**src/rtl/instr_seq_pkg.sv**
```systemverilog
// instr_seq_pkg: opcode constants and sequencer state encoding shared by the instr_sequencer slice
package instr_seq_pkg;
  localparam int OP_CLR      = 0;
  localparam int OP_LDA      = 1;
  localparam int OP_LDB0     = 2;
  localparam int OP_LDB1     = 3;
  localparam int OP_ALU_BASE = 4;
  typedef enum logic [1:0] {
    IDLE = 2'd0,
    EXEC = 2'd1,
    WB   = 2'd2
  } state_e;
endpackage

```
**src/rtl/instr_sequencer_if.sv**
```systemverilog
// instr_sequencer_if: instruction handshake plus datapath control strobes
//   master: drives instr_valid/instr, observes controls (testbench / issuer side)
//   slave : the sequencer; accepts instructions and drives instr_ready, clear, en_a, en_b,
//           en_out, src_sel, alu_sel, done, illegal (and retired_cnt when INSTR_SEQ_PERF_EN)
interface instr_sequencer_if #(
  parameter int OP_W  = 4,
  parameter int SEL_W = 3
);
  logic             instr_valid;
  logic [OP_W-1:0]  instr;
  logic             instr_ready;
  logic             clear;
  logic             en_a;
  logic             en_b;
  logic             en_out;
  logic             src_sel;
  logic [SEL_W-1:0] alu_sel;
  logic             done;
  logic             illegal;
`ifdef INSTR_SEQ_PERF_EN
  logic [15:0]      retired_cnt;
`endif
  modport master (
    output instr_valid, instr,
    input  instr_ready, clear, en_a, en_b, en_out, src_sel, alu_sel, done, illegal
`ifdef INSTR_SEQ_PERF_EN
    , input retired_cnt
`endif
  );
  modport slave (
    input  instr_valid, instr,
    output instr_ready, clear, en_a, en_b, en_out, src_sel, alu_sel, done, illegal
`ifdef INSTR_SEQ_PERF_EN
    , output retired_cnt
`endif
  );
endinterface

```
**src/rtl/instr_seq_decode.sv**
```systemverilog
// instr_seq_decode: combinational opcode-to-control classification
//   op_i      : registered opcode
//   clr_o/lda_o/ldb_o/alu_o/ill_o : one-hot opcode class
//   src_o     : operand B source (opcode bit 0, meaningful for LDB)
//   alu_sel_o : ALU function (opcode - OP_ALU_BASE), 0 for non-ALU ops
module instr_seq_decode
  import instr_seq_pkg::*;
#(
  parameter int OP_W  = 4,
  parameter int SEL_W = 3
) (
  input  logic [OP_W-1:0]  op_i,
  output logic             clr_o,
  output logic             lda_o,
  output logic             ldb_o,
  output logic             alu_o,
  output logic             ill_o,
  output logic             src_o,
  output logic [SEL_W-1:0] alu_sel_o
);
  // One extra bit so the upper ALU bound cannot wrap when the range reaches 2**OP_W
  localparam logic [OP_W:0] ALU_LO = (OP_W+1)'(OP_ALU_BASE);
  localparam logic [OP_W:0] ALU_HI = (OP_W+1)'(OP_ALU_BASE + 2**SEL_W);
  logic [OP_W:0] op_x;
  assign op_x = {1'b0, op_i};
  always_comb begin
    clr_o     = op_i == OP_W'(OP_CLR);
    lda_o     = op_i == OP_W'(OP_LDA);
    ldb_o     = op_i == OP_W'(OP_LDB0) || op_i == OP_W'(OP_LDB1);
    alu_o     = op_x >= ALU_LO && op_x < ALU_HI;
    ill_o     = !(clr_o || lda_o || ldb_o || alu_o);
    src_o     = op_i[0];
    alu_sel_o = alu_o ? SEL_W'(op_x - ALU_LO) : '0;
  end
endmodule

```
**src/rtl/instr_sequencer.sv**
```systemverilog
// instr_sequencer: three-state (IDLE/EXEC/WB) micro-sequencer issuing datapath strobes per opcode
//   clk   : clock, rising edge
//   rst_n : synchronous active-low reset
//   bus   : instr_sequencer_if.slave (handshake in, control strobes out)
//   Optional feature macro INSTR_SEQ_PERF_EN adds a 16-bit wrapping retired-op counter.
module instr_sequencer
  import instr_seq_pkg::*;
#(
  parameter int OP_W  = 4,
  parameter int SEL_W = 3
) (
  input logic               clk,
  input logic               rst_n,
  instr_sequencer_if.slave  bus
);
  state_e           state_q, state_d;
  logic [OP_W-1:0]  op_q, op_d;
  logic             accept;
  logic             d_clr, d_lda, d_ldb, d_alu, d_ill, d_src;
  logic [SEL_W-1:0] d_alu_sel;
  logic             exec, wb, done;
  instr_seq_decode #(.OP_W(OP_W), .SEL_W(SEL_W)) u_decode (
    .op_i      (op_q),
    .clr_o     (d_clr),
    .lda_o     (d_lda),
    .ldb_o     (d_ldb),
    .alu_o     (d_alu),
    .ill_o     (d_ill),
    .src_o     (d_src),
    .alu_sel_o (d_alu_sel)
  );
  assign accept = bus.instr_valid && state_q == IDLE;
  assign op_d   = accept ? bus.instr : op_q;
  always_ff @(posedge clk) begin
    if (!rst_n) begin
      state_q <= IDLE;
      op_q    <= '0;
    end else begin
      state_q <= state_d;
      op_q    <= op_d;
    end
  end
  // Only ALU ops take the extra write-back cycle; everything else retires in EXEC
  always_comb begin
    state_d = state_q == IDLE ? (accept ? EXEC : IDLE) :
              (state_q == EXEC && d_alu) ? WB : IDLE;
  end
  always_comb begin
    exec            = state_q == EXEC;
    wb              = state_q == WB;
    done            = (exec && !d_alu) || wb;
    bus.instr_ready = state_q == IDLE;
    bus.clear       = exec && d_clr;
    bus.en_a        = exec && (d_clr || d_lda);
    bus.en_b        = exec && (d_clr || d_ldb);
    bus.en_out      = (exec && d_clr) || wb;
    bus.src_sel     = exec && d_ldb && d_src;
    bus.alu_sel     = ((exec || wb) && d_alu) ? d_alu_sel : '0;
    bus.done        = done;
    bus.illegal     = exec && d_ill;
  end
`ifdef INSTR_SEQ_PERF_EN
  logic [15:0] cnt_q, cnt_d;
  assign cnt_d = done ? cnt_q + 16'd1 : cnt_q;
  always_ff @(posedge clk) begin
    if (!rst_n) cnt_q <= '0;
    else cnt_q <= cnt_d;
  end
  assign bus.retired_cnt = cnt_q;
`endif
endmodule
```
**src/flat_wrapper.sv**
```systemverilog
// flat-port wrapper written by rule: the top's interface ports become plain ports
module instr_sequencer_flat import instr_seq_pkg::*;
#(
  parameter int OP_W  = 4,
  parameter int SEL_W = 3
)
  (clk, rst_n, bus_instr_valid, bus_instr, bus_instr_ready, bus_clear, bus_en_a, bus_en_b, bus_en_out, bus_src_sel, bus_alu_sel, bus_done, bus_illegal);
  instr_sequencer_if #(.OP_W(OP_W), .SEL_W(SEL_W)) bus_i ();
  input logic clk;
  input logic rst_n;
  input wire logic [$bits(bus_i.instr_valid)-1:0] bus_instr_valid;
  input wire logic [$bits(bus_i.instr)-1:0] bus_instr;
  output wire logic [$bits(bus_i.instr_ready)-1:0] bus_instr_ready;
  output wire logic [$bits(bus_i.clear)-1:0] bus_clear;
  output wire logic [$bits(bus_i.en_a)-1:0] bus_en_a;
  output wire logic [$bits(bus_i.en_b)-1:0] bus_en_b;
  output wire logic [$bits(bus_i.en_out)-1:0] bus_en_out;
  output wire logic [$bits(bus_i.src_sel)-1:0] bus_src_sel;
  output wire logic [$bits(bus_i.alu_sel)-1:0] bus_alu_sel;
  output wire logic [$bits(bus_i.done)-1:0] bus_done;
  output wire logic [$bits(bus_i.illegal)-1:0] bus_illegal;
  assign bus_i.instr_valid = bus_instr_valid;
  assign bus_i.instr = bus_instr;
  assign bus_instr_ready = bus_i.instr_ready;
  assign bus_clear = bus_i.clear;
  assign bus_en_a = bus_i.en_a;
  assign bus_en_b = bus_i.en_b;
  assign bus_en_out = bus_i.en_out;
  assign bus_src_sel = bus_i.src_sel;
  assign bus_alu_sel = bus_i.alu_sel;
  assign bus_done = bus_i.done;
  assign bus_illegal = bus_i.illegal;
  instr_sequencer #(.OP_W(OP_W), .SEL_W(SEL_W)) u_core (.clk(clk), .rst_n(rst_n), .bus(bus_i));
endmodule
```
**config.mk**
```make
export PLATFORM = sky130hd
export DESIGN_NAME = instr_sequencer_flat
export DESIGN_NICKNAME = d
export VERILOG_FILES = /design/src/rtl/instr_seq_pkg.sv /design/src/rtl/instr_sequencer_if.sv /design/src/rtl/instr_seq_decode.sv /design/src/rtl/instr_sequencer.sv /design/src/flat_wrapper.sv
export SDC_FILE = /design/constraint.sdc
export NUM_CORES = 1
export LEC_CHECK = 0
export CAP_MARGIN = 20
export CORE_AREA = 4 4 41 43
export CTS_CLUSTER_DIAMETER = 120
export DETAILED_ROUTE_END_ITERATION = 12
export DIE_AREA = 0 0 45 47
export HOLD_SLACK_MARGIN = 0.08
export SETUP_SLACK_MARGIN = 0.3
export SLEW_MARGIN = 20
export SYNTH_ARGS = -nofsm -noshare
export SYNTH_HDL_FRONTEND = slang
export SYNTH_SLANG_ARGS = --single-unit
```
**constraint.sdc**
```tcl
create_clock -name clk -period 1.1 [get_ports clk]
set_input_delay 0.22 -clock clk [delete_from_list [all_inputs] [get_ports clk]]
set_output_delay 0.22 -clock clk [all_outputs]
set_load 0.1 [all_outputs]
```
== Word level (Yosys, flattened, before mapping) ==
Index checks and enable logic that the tools add are counted.
Widths: inputs -> output; s select.

* Add/subtract/negate cells: 1
* $lt $le $gt $ge: 2
* Equality and inequality tests: 5
* Multiplexer cells: 5
* Reductions and logical operators: 23

{| class="wikitable"
|+ Operators with widths
! cell !! count
|-
| $logic_and 1x1->1 || 11
|-
| $eq 4x2->1 const B || 2
|-
| $logic_or 1x1->1 || 8
|-
| $mux 3 || 2
|-
| $eq 4x1->1 const B || 1
|-
| $ge 4x3->1 const B || 1
|-
| $logic_not 4->1 || 1
|-
| $lt 4x4->1 const B || 1
|-
| $mux 2 || 2
|-
| $sub 3x3->3 const B || 1
|-
| $eq 2x1->1 const B || 1
|-
| $eq 2x2->1 const B || 1
|-
| $logic_not 1->1 || 2
|-
| $logic_not 2->1 || 1
|-
| $mux 1 || 1
|}

* Register bits: 6
* Input bits: 7
* Output and inout bits: 11
* Word-level logic and storage cells: 38

== Logic depth before layout (Yosys ltp) ==
* Depth in word-level cells: 6
* Mapped depth: 4
* Mapped depth without buffers: 4

== Hierarchy ==
From an unflattened synthesis, not the netlist that was laid out.

* Cells, all modules: 50
* Area total of the unflattened synthesis: 446.7 um^2

{| class="wikitable"
|+ Modules (own cells, without submodules)
! module !! times used !! cells each !! area each (um^2) !! seq. area each (um^2)
|-
| instr_sequencer || 1 || 39 || 360.3 || 120.1
|-
| instr_seq_decode || 1 || 11 || 86.3 || 0.0
|}

== Worst setup path before layout ==
Ideal clock, no wire load.

* Path type: register -> output
* Start: register u_core.state_q[1]
* End: output port bus_en_out
* Data arrival time: 2.189 ns
* Data required time: 0.880 ns
* Path slack: -1.309 ns
* Stages on the path, launching flop included: 5
* Path buffers: 0
* Cells stage by stage: dfxtp_1 > inv_1 > ha_1 > and4bb_1 > or2_1

* Word-level cells in the longest chain between the ends: 3
* Elaborated cells between the ends (all ways): 4
* Those cells by class: eq/ne: 2; reduce/logical: 2

{| class="wikitable"
|+ Ends and longest elaborated chain
! element !! line !! text
|-
| start, declared || instr_sequencer.sv:16 || <nowiki>state_e state_q, state_d;</nowiki>
|-
| start signal, assigned || instr_sequencer.sv:39 || <nowiki>state_q <= state_d;</nowiki>
|-
| $eq 2x1->1 || instr_sequencer.sv:49 || <nowiki>exec = state_q == EXEC;</nowiki>
|-
| $logic_and 1x1->1 || n/a ||
|-
| via bus_clear || flat_wrapper.sv:14 || <nowiki>output wire logic [$bits(bus_i.clear)-1:0] bus_clear;</nowiki>
|-
| $logic_or 1x1->1 || instr_sequencer.sv:56 || <nowiki>bus.en_out = (exec && d_clr) || wb;</nowiki>
|-
| end, declared || flat_wrapper.sv:17 || <nowiki>output wire logic [$bits(bus_i.en_out)-1:0] bus_en_out;</nowiki>
|}

The timed path passes the listed nets, and every way through them passes these cells.

== Final worst setup path ==
* Start: register u_core.state_q[1]
* End: output port bus_en_out

* Word-level cells in the longest chain between the ends: 3
* Elaborated cells between the ends (all ways): 4
* Those cells by class: eq/ne: 2; reduce/logical: 2

{| class="wikitable"
|+ Ends and longest elaborated chain
! element !! line
|-
| $eq 2x1->1 || instr_sequencer.sv:49
|-
| $logic_and 1x1->1 || instr_sequencer.sv:56
|-
| $logic_or 1x1->1 (*) || instr_sequencer.sv:56
|}

Mark *: on every way between the ends. The rest lies on a longest branch, timed or not.

==> impl_results.md <==
- Outcome: finished, violations left
- Failing checks: negative setup slack
- RD Place Congestion: roughly 0.67
- Max-Cap Viols: 0
- CTS root buf: clkbuf_4
- Grt total ovfl: 0
- Fillcell total: between 100 and 150
- CP required: slightly below 0.9 ns
- Sequential area share after synthesis: 33.0%
- Int Power: ~500 µW
- PnR worst setup slack: -0.489 ns
- DR DRC count: 0
- Clock tree buffer depth: 2
- Final setup fails: 13
- Syn Inst Count: 45
- Psw: a little under 300 µW
- Slew headroom: about four fifths
- Hold Worst Slack: 0.538 ns
- Hold Fails Final Rpt: 0
- Synth area leaders: dfxtp_1 33%, ha_1 17%, nand4_1 6.9%
- Synthesized area per cell: between 8 and 9 µm²
- Clock share of power: approximately 24%
- Synth top area share: between 30% and 40%
- Synth area leader: dfxtp_1
- Reg clk slew, reported paths: ~0.050 ns
- Ant diodes: 0
- Final Slew Violations: 0
- Syn nets: 57
- WP data arrival: approximately 1.4 ns
- Fraction of layout cells with a size suffix above 1: between 60% and 70%
- Vias in the first global route: roughly 430
- Initial antenna violation count: 0
- YS warnings: 0
- Clock latency at the later pin of the worst-skew pair: roughly 0.24 ns
- Detail-routed via count per cell: 4.84
- Via count: approximately 430
- # IOs: 18
- WS Path Type: reg2out
- Worst Skew: approximately 0.0064 ns
- Max Clock Freq: between 600 and 700 MHz
- #FFs+latches synth: 6
- Dpl ws: -0.268 ns
- Std cell rows: 13
- Slew @ Worst Pin: just under 0.3 ns
- Die area: between 0.002 and 0.0025 mm²
- Post-Syn Area: 364 µm²
- PwrDens: ~940 mW/mm²
- Die Y: about 47 µm
- Cts hold-fix bufs: 0
- Core area: between 0.001 and 0.0015 mm²
- DRT iter0 DRCs: 4
- Pin count of the biggest net entering global routing: 11
- H-Tree Depth: 1
- Leakage: 0.345 nW
- Starting Density: ~28%
- Routed Antenna Nets: 0
- Final Cycle Share: 144%
- CP max FO: 3
- IO Port Bufs: 17
- Total Routing Usage GR: between 10 and 15%
- RSZ-0062 raised after global routing: true
- Seq pwr share: between 20% and 30%
- Nets@finish: 88
- Combinational power share: a little under half
- Sw Ratio: 36.1%
- CTS tree: built
- Crit path launch type: register
- Hold/Removal Path Class: in2reg
- Max VDD drop: between 0.5 and 0.6 mV
- Setup TNS: -4.59 ns
- Setup crit end kind: output port
- Clock Sinks: 6
- First-pass GRT wire length: roughly 1.7 mm
- Post-DP HPWL: around 860 µm
- Final min period: about 1.6 ns
- Wirelength per Cell: roughly 11 µm
- Drt total wl: about 950 µm
- Drt pass-1 iters: 2
- Die X-Extent: approximately 45 µm
- Syn-to-layout area delta: 135%
- CTS Buf Count: 3
- Synth unique cells: 16
-- placed cells by master, fill, tap and decap left out --
| master | n |
|---|---|
| ha_1 | 2 |
| ha_4 | 2 |
| and3_4 | 3 |
| or2_4 | 1 |
| and3_1 | 1 |
| buf_12 | 11 |
| and4bb_4 | 1 |
| ha_2 | 1 |
| o21ai_0 | 4 |
| nand4_1 | 4 |
| clkbuf_4 | 3 |
| nand2b_4 | 2 |
| nor2_4 | 3 |
| and4b_1 | 1 |
| a21oi_4 | 1 |
| nand2_1 | 6 |
| inv_2 | 3 |
| dfxtp_1 | 2 |
| buf_4 | 10 |
| inv_1 | 2 |
| and2_1 | 1 |
| clkdlybuf4s50_1 | 6 |
| dfxtp_2 | 4 |
-- layout make-up --
| type | count | area (µm²) | area share, % |
|---|---|---|---|
| sequential | 6 | 125 | 14.6 |
| clock buffer | 3 | 22.5 | 2.63 |
| timing repair buffer | 27 | 355 | 41.5 |
| tap | 15 | 18.8 | 2.19 |
| multi-input combinational | 33 | 317 | 36.9 |
| inverter | 5 | 18.8 | 2.19 |
-- critical path: stages (launching register included) --
cell and delay [ns]:
dfxtp_2 0.33, inv_2 0.05, ha_4 0.15, and4bb_4 0.20, or2_4 0.23, buf_12 0.16
-- logic make-up (layout without fill, tap and decap cells) --
| kind of cell | Yosys count | count (layout) | share of synthesized area, % |
|---|---|---|---|
| AND/OR/NAND/NOR | 23 | 23 | 36.4 |
| flip-flops | 6 | 6 | 33.0 |
| buffers and inverters | 6 | 35 | 6.53 |
| adder cells (fa/ha/maj) | 5 | 5 | 17.2 |
| AO/OA/AOI/OAI | 5 | 5 | 6.87 |
-- through the flow --
stage	util [%]	cell area, µm²	power [mW]	instances
floorplan	-	459	0.463	45
global placement	63.1	821	0.604	85
detailed placement	63.1	821	0.609	85
CTS	65.3	850	0.817	88
global route	65.9	857	0.847	89
finish	65.9	857	0.807	89
-- path summary, 6_finish.rpt --
kind         cells past startpoint        endpoint              start  slack (ns)
max                              5      bus_en_out  u_core.state_q[1]       -0.49
min                              3  u_core.op_q[2]       bus_instr[2]        0.54
max reg2reg                      4  u_core.op_q[1]  u_core.state_q[0]       -0.03
min reg2reg                      3  u_core.op_q[2]     u_core.op_q[2]        0.58
-- registers in the layout, indices dropped and copies added (netlist names) --
register	flops
u_core.op_q	4
u_core.state_q	2
-- layer usage --
metal	track usage, %	vias to the layer above	share of wire, %
li1	-	215	-
met3	1.92	4	9.3
met4	8.77	0	2.4
met1	9.57	192	35
met2	22.6	20	53
met5	0	-	0
-- synthesized netlist by cell type --
cell type and n:
or2_1 1, and3_2 1, nor2_1 3, nand2_1 6, and3_1 3, ha_1 5
and2_1 1, inv_1 5, buf_2 1, dfxtp_1 6, o21ai_0 4, and4b_1 1
nand2b_1 2, nand4_1 4, a21oi_1 1, and4bb_1 1
-- power groups by stage --
stage | sequential [mW] | combinational [mW] | clock (mW)
finish | 0.239 | 0.371 | 0.197
global route | 0.240 | 0.392 | 0.214
CTS | 0.239 | 0.371 | 0.206
detailed placement | 0.243 | 0.366 | 0
global placement | 0.242 | 0.362 | 0
floorplan | 0.247 | 0.216 | 0
-- timing repair --
item                       in CTS  in global routing
pin swaps                       1                  0
buffers inserted                0                  1
setup endpoints to repair      17                 17
gates resized for setup         2                  0
Note: power is estimated with default switching activity, not from simulation.
